### config.mk
export PLATFORM = sky130hd
export DESIGN_NAME = tour_cmd_seq
export DESIGN_NICKNAME = d
export VERILOG_FILES = /design/src/rtl/tour_cmd_seq.sv
export SDC_FILE = /design/constraint.sdc
export NUM_CORES = 1
export LEC_CHECK = 0
export ABC_AREA = 1
export CAP_MARGIN = 20
export CORE_ASPECT_RATIO = 0.6
export CORE_MARGIN = 4
export CORE_UTILIZATION = 30
export DETAILED_ROUTE_END_ITERATION = 8
export GPL_TIMING_DRIVEN = 0
export PLACE_DENSITY = 0.68
export SYNTH_ARGS = -nofsm -noshare
export SYNTH_HDL_FRONTEND = slang
export SYNTH_SLANG_ARGS = --single-unit
### constraint.sdc
create_clock -name clk -period 3.1 [get_ports clk]
set_input_delay 0.465 -clock clk [delete_from_list [all_inputs] [get_ports clk]]
set_output_delay 0.465 -clock clk [all_outputs]
set_load 0.05 [all_outputs]
### src/rtl/tour_cmd_seq.sv
// Knight's-tour command sequencer: splits each one-hot L-move into a vertical
// leg and a horizontal leg with fanfare, and muxes them with the UART stream.
module tour_cmd_seq #(
  parameter int NUM_MOVES = 24
) (
  input  logic        clk,
  input  logic        rst_n,
  input  logic        start_tour,
  input  logic [7:0]  move,
  input  logic [15:0] cmd_UART,
  input  logic        cmd_rdy_UART,
  input  logic        clr_cmd_rdy,
  input  logic        send_resp,
  output logic [4:0]  mv_indx,
  output logic [15:0] cmd,
  output logic        cmd_rdy,
  output logic [7:0]  resp,
  output logic        tour_active,
  output logic        tour_err
);

  localparam logic [2:0] IDLE   = 3'd0;
  localparam logic [2:0] VERT   = 3'd1;
  localparam logic [2:0] HOLD_V = 3'd2;
  localparam logic [2:0] HORZ   = 3'd3;
  localparam logic [2:0] HOLD_H = 3'd4;

  localparam logic [4:0] LAST_INDX  = 5'(NUM_MOVES - 1);
  localparam logic [3:0] OP_MOVE    = 4'h4;
  localparam logic [3:0] OP_FANFARE = 4'h5;
  localparam logic [7:0] HDG_N      = 8'h00;
  localparam logic [7:0] HDG_W      = 8'h3F;
  localparam logic [7:0] HDG_S      = 8'h7F;
  localparam logic [7:0] HDG_E      = 8'hBF;
  localparam logic [7:0] RESP_DONE  = 8'hA5;
  localparam logic [7:0] RESP_BUSY  = 8'h5A;

  logic [2:0]  state;
  logic [2:0]  state_nxt;
  logic [4:0]  mv_indx_nxt;
  logic        tour_err_nxt;
  logic        move_legal;
  logic        last_move;
  logic [7:0]  vert_hdg;
  logic [3:0]  vert_sq;
  logic [7:0]  horz_hdg;
  logic [3:0]  horz_sq;
  logic [15:0] vert_cmd;
  logic [15:0] horz_cmd;

  // A zero or multi-hot move is a corrupted solution entry and aborts the tour.
  assign move_legal = (move != 8'h00) && ((move & (move - 8'd1)) == 8'h00);
  assign last_move  = (mv_indx == LAST_INDX);

  always_comb begin
    vert_hdg = HDG_N;
    vert_sq  = 4'd0;
    horz_hdg = HDG_E;
    horz_sq  = 4'd0;
    case (move)
      8'h01: begin vert_hdg = HDG_N; vert_sq = 4'd2; horz_hdg = HDG_E; horz_sq = 4'd1; end
      8'h02: begin vert_hdg = HDG_N; vert_sq = 4'd2; horz_hdg = HDG_W; horz_sq = 4'd1; end
      8'h04: begin vert_hdg = HDG_N; vert_sq = 4'd1; horz_hdg = HDG_W; horz_sq = 4'd2; end
      8'h08: begin vert_hdg = HDG_S; vert_sq = 4'd1; horz_hdg = HDG_W; horz_sq = 4'd2; end
      8'h10: begin vert_hdg = HDG_S; vert_sq = 4'd2; horz_hdg = HDG_W; horz_sq = 4'd1; end
      8'h20: begin vert_hdg = HDG_S; vert_sq = 4'd2; horz_hdg = HDG_E; horz_sq = 4'd1; end
      8'h40: begin vert_hdg = HDG_S; vert_sq = 4'd1; horz_hdg = HDG_E; horz_sq = 4'd2; end
      8'h80: begin vert_hdg = HDG_N; vert_sq = 4'd1; horz_hdg = HDG_E; horz_sq = 4'd2; end
      default: begin
        vert_hdg = HDG_N;
        vert_sq  = 4'd0;
        horz_hdg = HDG_E;
        horz_sq  = 4'd0;
      end
    endcase
  end

  assign vert_cmd = {OP_MOVE, vert_hdg, vert_sq};
  assign horz_cmd = {OP_FANFARE, horz_hdg, horz_sq};

  // In VERT/HORZ a consume wins over a completion arriving in the same cycle;
  // the completion has to be presented again once we are in the hold state.
  always_comb begin
    state_nxt    = state;
    mv_indx_nxt  = mv_indx;
    tour_err_nxt = 1'b0;
    case (state)
      IDLE: begin
        if (start_tour) begin
          mv_indx_nxt = 5'd0;
          state_nxt   = VERT;
        end
      end
      VERT: begin
        if (!move_legal) begin
          tour_err_nxt = 1'b1;
          state_nxt    = IDLE;
        end else if (clr_cmd_rdy) begin
          state_nxt = HOLD_V;
        end
      end
      HOLD_V: begin
        if (send_resp) state_nxt = HORZ;
      end
      HORZ: begin
        if (clr_cmd_rdy) state_nxt = HOLD_H;
      end
      HOLD_H: begin
        if (send_resp) begin
          if (last_move) begin
            state_nxt = IDLE;
          end else begin
            mv_indx_nxt = mv_indx + 5'd1;
            state_nxt   = VERT;
          end
        end
      end
      default: state_nxt = IDLE;
    endcase
  end

  always_ff @(posedge clk or negedge rst_n) begin
    if (!rst_n) begin
      state    <= IDLE;
      mv_indx  <= 5'd0;
      tour_err <= 1'b0;
    end else begin
      state    <= state_nxt;
      mv_indx  <= mv_indx_nxt;
      tour_err <= tour_err_nxt;
    end
  end

  assign tour_active = (state != IDLE);

  // The move memory is addressed by mv_indx, so the decoded legs stay stable
  // through the hold states without needing a separate command register.
  always_comb begin
    cmd     = cmd_UART;
    cmd_rdy = 1'b0;
    case (state)
      IDLE:    begin cmd = cmd_UART; cmd_rdy = cmd_rdy_UART; end
      VERT:    begin cmd = vert_cmd; cmd_rdy = 1'b1; end
      HOLD_V:  begin cmd = vert_cmd; cmd_rdy = 1'b0; end
      HORZ:    begin cmd = horz_cmd; cmd_rdy = 1'b1; end
      HOLD_H:  begin cmd = horz_cmd; cmd_rdy = 1'b0; end
      default: begin cmd = cmd_UART; cmd_rdy = 1'b0; end
    endcase
  end

  always_comb begin
    resp = RESP_BUSY;
    if (state == IDLE) begin
      resp = RESP_DONE;
    end else if ((state == HOLD_H) && send_resp && last_move) begin
      resp = RESP_DONE;
    end
  end

endmodule

**Word level (Yosys, flattened, before mapping)**

Cells that the tools add are included.

- $add $sub $neg: 2
- Mux-type cells: 22
- Equal/unequal tests: 19
- Reductions and logical operators: 17
- Bitwise logic cells: 1

Operators with widths:

| kind | number |
|---|---|
| one-hot mux 16 bit (2 select lines) | 1 |
| 2-to-1 mux 8 bit | 3 |
| 2-to-1 mux 3 bit | 6 |
| OR reduction 4 bit | 4 |
| 2-to-1 mux 5 bit | 3 |
| one-hot mux 3 bit (5 select lines) | 1 |
| != test 2 bit (second input constant) | 5 |
| one-hot mux 5 bit (2 select lines) | 1 |
| bitwise AND 8 bit | 1 |
| equality test 8 x 1 -> 1 bit (second input constant) | 1 |
| equality test 8 x 2 -> 1 bit (second input constant) | 1 |
| equality test 8 x 3 -> 1 bit (second input constant) | 1 |
| equality test 8 x 4 -> 1 bit (second input constant) | 1 |
| equality test 8 x 5 -> 1 bit (second input constant) | 1 |
| equality test 8 x 6 -> 1 bit (second input constant) | 1 |
| equality test 8 x 7 -> 1 bit (second input constant) | 1 |
| equality test 8 bit (second input constant) | 1 |
| logical NOT 8 bit | 1 |
| one-hot mux 2 bit (2 select lines) | 2 |
| nonzero test 8 bit | 1 |
| subtractor 8 x 1 -> 8 bit (second input constant) | 1 |
| 2-to-1 mux 7 bit | 1 |
| equality test 3 x 2 -> 1 bit (second input constant) | 2 |
| OR reduction 2 bit | 3 |
| 13 further kinds | 17 |

- Register bits: 9
- Output and inout port bits: 32
- Word-level logic and storage cells: 64
- Bits of input ports: 30

**Depth between registers and ports, before layout**

Gate-level depths: netlist of the first run.

- Depth after elaboration: 6
- Depth in mapped cells: 9
- Gate-level depth less buffers: 9

**Worst setup path before layout of the first run**

OpenSTA, ideal clock, no wires.

- Path type: reg-to-output
- Start point: register mv_indx[1]
- End point: output port resp[3]
- Arrival time: 2.902 ns
- Data required time: 2.635 ns
- Path slack: -0.267 ns
- Cell stages (with the launch flop): 8
- Path buffers: 1
- Path through: dfrtp_1 ha_1 nand4_1 o21ai_0 inv_1 nor2_1 inv_1 buf_4

- Cells in the longest elaborated chain, start to end: 4

RTL lines:

| what | RTL line | source |
|---|---|---|
| start, declared | 14 | `output logic [4:0] mv_indx,` |
| start signal, assigned | 129 | `mv_indx <= mv_indx_nxt;` |
| equality test 5 bit | 53 | `assign last_move = (mv_indx == LAST_INDX);` |
| logical AND 1 bit | 155 | `end else if ((state == HOLD_H) && send_resp && last_move) begin` |
| 2-to-1 mux 8 bit | 155 |  |
| 2-to-1 mux 8 bit | 153 | `if (state == IDLE) begin` |
| end, declared | 17 | `output logic [7:0] resp,` |

Every way passes these cells.

**Worst setup path in the final report of the first run**

- Start point: register state[1]
- End point: output port cmd[11]

- Cells in the longest elaborated chain, start to end: 3
- Elaborated cells on any way between the ends: 7
- Classes of those cells: eq/ne (4); mux (1); reduce/logical (2)

RTL lines:

| what | RTL line | source |
|---|---|---|
| start, declared | 38 | `logic [2:0] state;` |
| start signal, assigned | 128 | `state <= state_nxt;` |
| equality test 3 bit (tied with other cells) | 141 | `case (state)` |
| OR reduction 2 bit (no line) | - |  |
| one-hot mux 16 bit (2 select lines) * | 141 |  |
| end, declared | 15 | `output logic [15:0] cmd,` |

Every way passes the cells marked *; elsewhere a longest branch is shown, timed or not.

==> results of run 1 <==
-- metal layers --
layer,part of all wire,GRT usage
met1,0.55,0.2464
met2,0.31,0.1581
met3,0.13,0.04296
met4,0.0039,0.02486
met5,0,0
-- critical path: stages, from the launching register on --
cell and delay (ps):
dfrtp_1 400, nor2_2 220, inv_2 80, nor2_4 160, inv_2 70, nand2_2 100, inv_2 90, a21oi_2 110
nand2_1 60, o21ai_1 110, clkdlybuf4s50_1 820
-- stage by stage --
| step | worst slack [ps] | utilization | cells | TNS, ps | cell area (um^2) |
|---|---|---|---|---|---|
| 6_report | 179.8 | 0.5501 | 269 | 0 | 1642 |
| 2_1_floorplan | 126.1 | - | 162 | 0 | 978.4 |
| 3_3_place_gp | -200.6 | 0.5501 | 265 | -1503 | 1642 |
| 4_1_cts | 114.4 | 0.5614 | 269 | 0 | 1675 |
| 5_1_grt | 2.168 | 0.5501 | 269 | 0 | 1642 |
| 3_5_place_dp | -170.2 | 0.5501 | 265 | -1301 | 1642 |
-- synthesized netlist by cell type, types with 2 or more instances --
cell | n | share of area
nand2_1 | 39 | 0.15
inv_1 | 28 | 0.11
nor2_1 | 18 | 0.069
nand3_1 | 15 | 0.077
dfrtp_1 | 9 | 0.23
nor3_1 | 9 | 0.046
buf_4 | 6 | 0.046
o21ai_0 | 5 | 0.026
a21oi_1 | 4 | 0.021
nand4_1 | 4 | 0.026
inv_2 | 3 | 0.012
nor2_2 | 2 | 0.013
nor2_4 | 2 | 0.023
o21ai_1 | 2 | 0.010
o31ai_1 | 2 | 0.015
-- state kept, by name (all words and copies together), names as in the netlist --
register and flops:
state 3, tour_err 1, mv_indx 5
-- cell type report --
type | count | area, um^2 | area share
plain buffers | 7 | 50.05 | 0.03049
clock buffers | 4 | 45.04 | 0.02744
inverters | 31 | 116.4 | 0.07088
multi-input cells | 115 | 586.8 | 0.3575
flip-flops and latches | 9 | 225.2 | 0.1372
well taps | 42 | 52.55 | 0.03201
repair buffers | 61 | 565.5 | 0.3445
-- final timing paths --
path,start,to
worst max-delay path,state[1],cmd[11]
worst min-delay path,rst_n,mv_indx[3]
worst max register to register,mv_indx[0],mv_indx[4]
worst min register to register,mv_indx[1],mv_indx[1]
max in group asynchronous,rst_n,state[0]
min in group clk,mv_indx[1],mv_indx[1]
-- logic make-up (layout without fill, tap and decap cells) --
logic type / Yosys count / in the layout / synth area share
AOI/OAI and AO/OA: 17 / 17 / 0.1128
muxes: 1 / 1 / 0.01538
DFF: 9 / 9 / 0.2308
xor gates and xnor gates: 1 / 1 / 0.008976
and+or+nand+nor: 95 / 95 / 0.4487
buffers and inverters: 38 / 103 / 0.1705
adders and majority gates: 1 / 1 / 0.01282
-- timing repair --
item / 4_1_cts / 5_1_grt
resized for setup: 9 / 18
gates cloned: 0 / 0
setup endpoints to repair: 9 / 9
==> impl_metrics.json, run 1 <==
{
  "drc": 0,
  "via_per_inst": 4.364,
  "ys_types": 29,
  "grt_setup_unrepaired": "no",
  "hold_ws_ps": 529.5,
  "max-cap-violations": 0,
  "core_area_um2": 2984,
  "ff2ff_setup_slack_ps": 1500,
  "final_common_cell": "clkdlybuf4s50_1",
  "start_kind": "flop",
  "fin_worst_skew_ps": 6.789,
  "rr_worst_depth": 5,
  "syn_to_final_growth_pct": 68.20,
  "gp_congestion": 0.8118,
  "path_class": "reg -> out",
  "cp.required_ps": 2630,
  "fillers": 289,
  "numCtsBuffers": 3,
  "drt-initial-drc-count": 69,
  "htree_levels": 1,
  "antenna_found_initial": 0,
  "initial_utilization": 0.3270,
  "drive_gt1_frac": 0.1498,
  "synth_nets": 193,
  "ios": 62,
  "hold_class": "in -> async",
  "nets": 259,
  "first_global_vias": 987,
  "finalSetupViolations": 0,
  "slew_headroom": 0.6328,
  "ys.flop_type": "dfrtp_1",
  "synth-async-reset-ratio": 1.000,
  "max_freq_mhz": 342.4,
  "end_kind": "output pin",
  "cts_sinks": 9,
  "chipWidth_um": 81.64,
  "cts_tree": "built",
  "fp-row-count": 15,
  "overflow": 0,
  "cts_setup_buffers": 0,
  "arrival_ps": 2460,
  "cts_max_path_buffers": 2,
  "worst-path-max-fanout": 8,
  "hold_buffers": 0,
  "detail-route-antenna-nets": 0,
  "synth.ff_latch_count": 9,
  "diodes": 0,
  "synth_warnings": 0,
  "finalWirelength_mm": 3.043,
  "grt_usage": 0.1429,
  "wl_per_cell_um": 11.31,
  "port_buffers": 61,
  "clock_latency_ps": 230,
  "clock-root-buffer": "clkbuf_8",
  "grt_pass1_wl_mm": 4.705,
  "syn-cell-area_um2": 975.9,
  "num_vias": 1174,
  "die_area_um2": 4260,
  "hold_violations": 0,
  "period_share": 0.9420,
  "synthCells": 162,
  "tightest_slew_ps": 547.2,
  "grt_max_degree": 11,
  "synth_edf_count": 0,
  "post-dp-hpwl_mm": 2.598,
  "outcome": "finished, final reports clean",
  "clk_pin_slew_ps": 50,
  "finalMaxSlewViolations": 0,
  "die_y_um": 52.18,
  "min_period_ps": 2920,
  "synth.yosys.seq_area_share": 0.2308,
  "final_cell_mix": "clkdlybuf4s50_1, nand2_1, inv_1",
  "synth_area_per_cell_um2": 6.024,
  "drtPass1Iterations": 4
}
Power of run 1 is left out: the tool's default activity adds up to more than one toggle a clock period on the data nets, which glitch-free logic cannot reach.
==> inputs of run 2 (changes only) <==
CORE_ASPECT_RATIO = default   (was 0.6)
==> impl_metrics.json, run 2 (synthesis gave the netlist of run 1 again) <==
{
  "outcome": "finished, final reports clean",
  "fillers": 320,
  "drive_gt1_frac": 0.1145,
  "hold_buffers": 0,
  "final_common_cell": "clkdlybuf4s50_1",
  "numCtsBuffers": 3,
  "ios": 62,
  "rr_worst_depth": 5,
  "nets": 259,
  "clk_pin_slew_ps": 60,
  "multi_input_area_um2": 586.8,
  "slew_headroom": 0.6579,
  "overflow": 0,
  "die_area_um2": 4230,
  "die_y_um": 65.04,
  "min_period_ps": 2983,
  "drc": 0,
  "fp-row-count": 20,
  "drt-initial-drc-count": 34,
  "end_kind": "output pin",
  "finalInstanceArea_um2": 1663,
  "r2r_start": "mv_indx[0]",
  "grt_setup_unrepaired": "no",
  "pre_cts_ws_ps": -204.1,
  "fin_worst_skew_ps": 3.287,
  "finalWirelength_mm": 2.874,
  "worst-path-max-fanout": 7,
  "grt_max_degree": 11,
  "grt_pass1_wl_mm": 4.830,
  "clock-root-buffer": "clkbuf_4",
  "largest_reg_flops": 5,
  "gp_congestion": 0.8399,
  "finalMaxSlewViolations": 0,
  "arrival_ps": 2520,
  "rr_endpoint": "mv_indx[4]",
  "cp_cell_sequence": "clkdlybuf4s50_1 -> nor2_1 -> nand3_1 -> o31ai_1 -> o21ai_1 -> nand3_1 -> clkdlybuf4s15_1",
  "core_area_um2": 3078,
  "ff2ff_setup_slack_ps": 1550,
  "num_vias": 1185,
  "post-dp-hpwl_mm": 2.453,
  "chipWidth_um": 65.04,
  "path_class": "in -> out",
  "busiest_layer": "met2",
  "diodes": 0,
  "top_regs": "mv_indx x5, state x3, tour_err x1",
  "critPathLaunch": "move[3]",
  "cts_sinks": 9,
  "drtPass1Iterations": 4,
  "detail-route-antenna-nets": 0,
  "start_kind": "primary input",
  "cpMostUsedCell": "nand3_1",
  "port_buffers": 61,
  "final_cell_mix": "clkdlybuf4s50_1, nand2_1, inv_1",
  "regArea_um2": 225.2,
  "finalSetupViolations": 0,
  "placed_area_um2": 1644,
  "use_met1": 0.1786,
  "cts_max_path_buffers": 2,
  "cp_num_buf_inv": 2,
  "grt_usage": 0.1415,
  "clock_latency_ps": 260,
  "tightest_slew_ps": 511.6,
  "grtUsageMet3": 0.03120,
  "max_stage_delay_ps": 510,
  "antenna_found_initial": 0,
  "syn_to_final_growth_pct": 70.38,
  "wl_per_cell_um": 10.61,
  "via_per_inst": 4.373,
  "final_util": 0.5402,
  "max-cap-violations": 0,
  "path_delay_family": "buffers and inverters",
  "post_cts_resized": 9,
  "hold_violations": 0,
  "gr-usage-met2": 0.2414,
  "cp.required_ps": 2630,
  "period_share": 0.9624,
  "cts_setup_buffers": 0,
  "cts_tree": "built",
  "fin_ws_ps": 116.6,
  "htree_levels": 1,
  "first_global_vias": 1127,
  "initial_utilization": 0.3171,
  "cpMaxStageDelayCell": "clkdlybuf4s15_1",
  "top_register": "mv_indx",
  "hold_class": "in -> async",
  "max_freq_mhz": 335.2
}
-- run 2: cell types whose count changed in the layout (fill, tap and decap cells not counted) --
cell,change
clkdlybuf4s15_1,+6
clkbuf_4,+3
clkbuf_8,-3
clkbuf_2,-8
dlygate4sd2_1,+2
-- run 2: through the flow --
stage                     setup TNS [ps]  hold WS (ps)  instances
after floorplan                        0         169.4        162
after global placement             -1312         571.8        267
after detailed placement           -1474         569.8        267
after CTS                              0         513.1        271
after global routing                   0         538.5        271
final                                  0         505.2        271
-- run 2: metal layers --
metal | vias up | part of all wire
li1 | 641 | -
met1 | 511 | 0.47
met3 | 2 | 0.060
met5 | - | 0
met2 | 31 | 0.46
met4 | 0 | 0.0097
-- run 2: final cells by class --
cell class	instances	share of cell area
Buffer	7	0.03010
Timing Repair Buffer	61	0.3627
Tap cell	44	0.03311
Clock buffer	4	0.01580
Sequential cell	9	0.1354
Inverter	31	0.06998
Multi-Input combinational cell	115	0.3529
-- run 2: worst max-delay path by stage --
stage / end / slack [ps] / depth (start not counted)
finish: cmd[5] / 120 / 7
global placement: cmd[5] / -180 / 7
global route: cmd[12] / 0.8 / 9
CTS: cmd[5] / 80 / 7
floorplan: resp[3] / 130 / 7
detailed placement: cmd[5] / -200 / 7
Power of run 2 is left out for the same reason.
==> inputs of run 3 (changes only) <==
clock period = 3.4 ns   (was 3.1 ns; I/O delays follow)
==> impl_metrics.json, run 3 (synthesis gave the netlist of run 1 again) <==
{
  "start_kind": "primary input",
  "grt_pass1_wl_mm": 4.830,
  "gp_congestion": 0.8399,
  "end_kind": "output pin",
  "drtPass1Iterations": 4,
  "syn_to_final_growth_pct": 73.46,
  "die_area_um2": 4230,
  "die_y_um": 65.04,
  "grt_max_degree": 11,
  "wl_per_cell_um": 10.73,
  "final_common_cell": "clkdlybuf4s50_1",
  "final_util": 0.5500,
  "period_share": 0.8827,
  "clock_latency_ps": 260,
  "path_class": "in -> out",
  "grt_setup_unrepaired": "no",
  "drt-initial-drc-count": 47,
  "min_period_ps": 3001,
  "ff2ff_setup_slack_ps": 1850,
  "outcome": "finished, final reports clean",
  "max_freq_mhz": 333.2,
  "final_cell_mix": "clkdlybuf4s50_1, nand2_1, inv_1",
  "clk_pin_slew_ps": 60,
  "largest_reg_flops": 5,
  "finalWirelength_mm": 2.908,
  "chipWidth_um": 65.04,
  "fin_worst_skew_ps": 3.633,
  "first_global_vias": 1127,
  "fp-row-count": 20,
  "max-cap-violations": 0,
  "diodes": 0,
  "tns_ps": 0,
  "ios": 62,
  "detail-route-antenna-nets": 0,
  "htree_levels": 1,
  "tightest_slew_ps": 527.9,
  "antenna_found_initial": 0,
  "initial_utilization": 0.3171,
  "overflow": 0,
  "hold_class": "in -> async",
  "finalSetupViolations": 0,
  "cts_sinks": 9,
  "cts_tree": "built",
  "clock-root-buffer": "clkbuf_4",
  "via_per_inst": 4.373,
  "hold_violations": 0,
  "top_register": "mv_indx",
  "multi_input_area_um2": 586.8,
  "num_vias": 1185,
  "fillers": 313,
  "numCtsBuffers": 3,
  "arrival_ps": 2490,
  "port_buffers": 61,
  "hold_buffers": 0,
  "drc": 0,
  "cts_max_path_buffers": 2,
  "grt_usage": 0.1415,
  "core_area_um2": 3078,
  "cp.required_ps": 2890,
  "worst-path-max-fanout": 7,
  "post-dp-hpwl_mm": 2.453,
  "nets": 259,
  "drive_gt1_frac": 0.1101,
  "regArea_um2": 225.2,
  "top_regs": "mv_indx x5, state x3, tour_err x1",
  "slew_headroom": 0.6475,
  "finalMaxSlewViolations": 0
}
==> run 3: cell types whose count changed in the layout (fill, tap and decap cells not counted) <==
cell             change
dlymetal6s2s_1       +9
clkdlybuf4s15_1      -6
dlygate4sd2_1        -2
clkbuf_2             -1
==> run 3: worst max-delay path, cell delays in order <==
cell	delay, ps
clkdlybuf4s50_1	440
nor2_1	280
nand3_1	200
o31ai_1	270
o21ai_1	220
nand3_1	120
dlymetal6s2s_1	440
==> run 3: final cells by class <==
type | count | area share
Tap cell | 44 | 0.03252
Buffer | 7 | 0.02956
Inverter | 31 | 0.06874
Multi-Input combinational cell | 115 | 0.3466
Timing Repair Buffer | 61 | 0.3740
Clock buffer | 4 | 0.01552
Sequential cell | 9 | 0.1330
==> run 3: metal layers <==
layer | GRT usage | share of wire
met5 | 0 | 0
met4 | 0.03886 | 0.0096
met3 | 0.03120 | 0.061
met2 | 0.2414 | 0.46
met1 | 0.1786 | 0.47
==> run 3: final timing paths <==
path                             from          to  cells past startpoint
max in group asynchronous       rst_n    state[0]                      1
setup reg to reg           mv_indx[0]  mv_indx[4]                      5
hold / removal                  rst_n  mv_indx[2]                      1
min in group clk           mv_indx[4]  mv_indx[4]                      1
setup / recovery              move[3]      cmd[7]                      7
hold reg to reg            mv_indx[4]  mv_indx[4]                      1
==> run 3: stage by stage <==
step           instances  instance area, um^2  hold WS, ps  setup slack [ps]
4_1_cts              271                 1670        558.1             12.96
6_report             271                 1693        550.3             398.8
2_1_floorplan        162                978.4        214.4             381.1
5_1_grt              271                 1693        583.5             255.8
3_3_place_gp         267                 1644        571.8             25.99
3_5_place_dp         267                 1644        569.8             5.879
==> run 3: timing repair <==
action                                  CTS  global route
gates resized for setup                   0             9
setup buffers                             0             0
endpoints found under the setup margin    0             9
Power of run 3 is left out for the same reason.
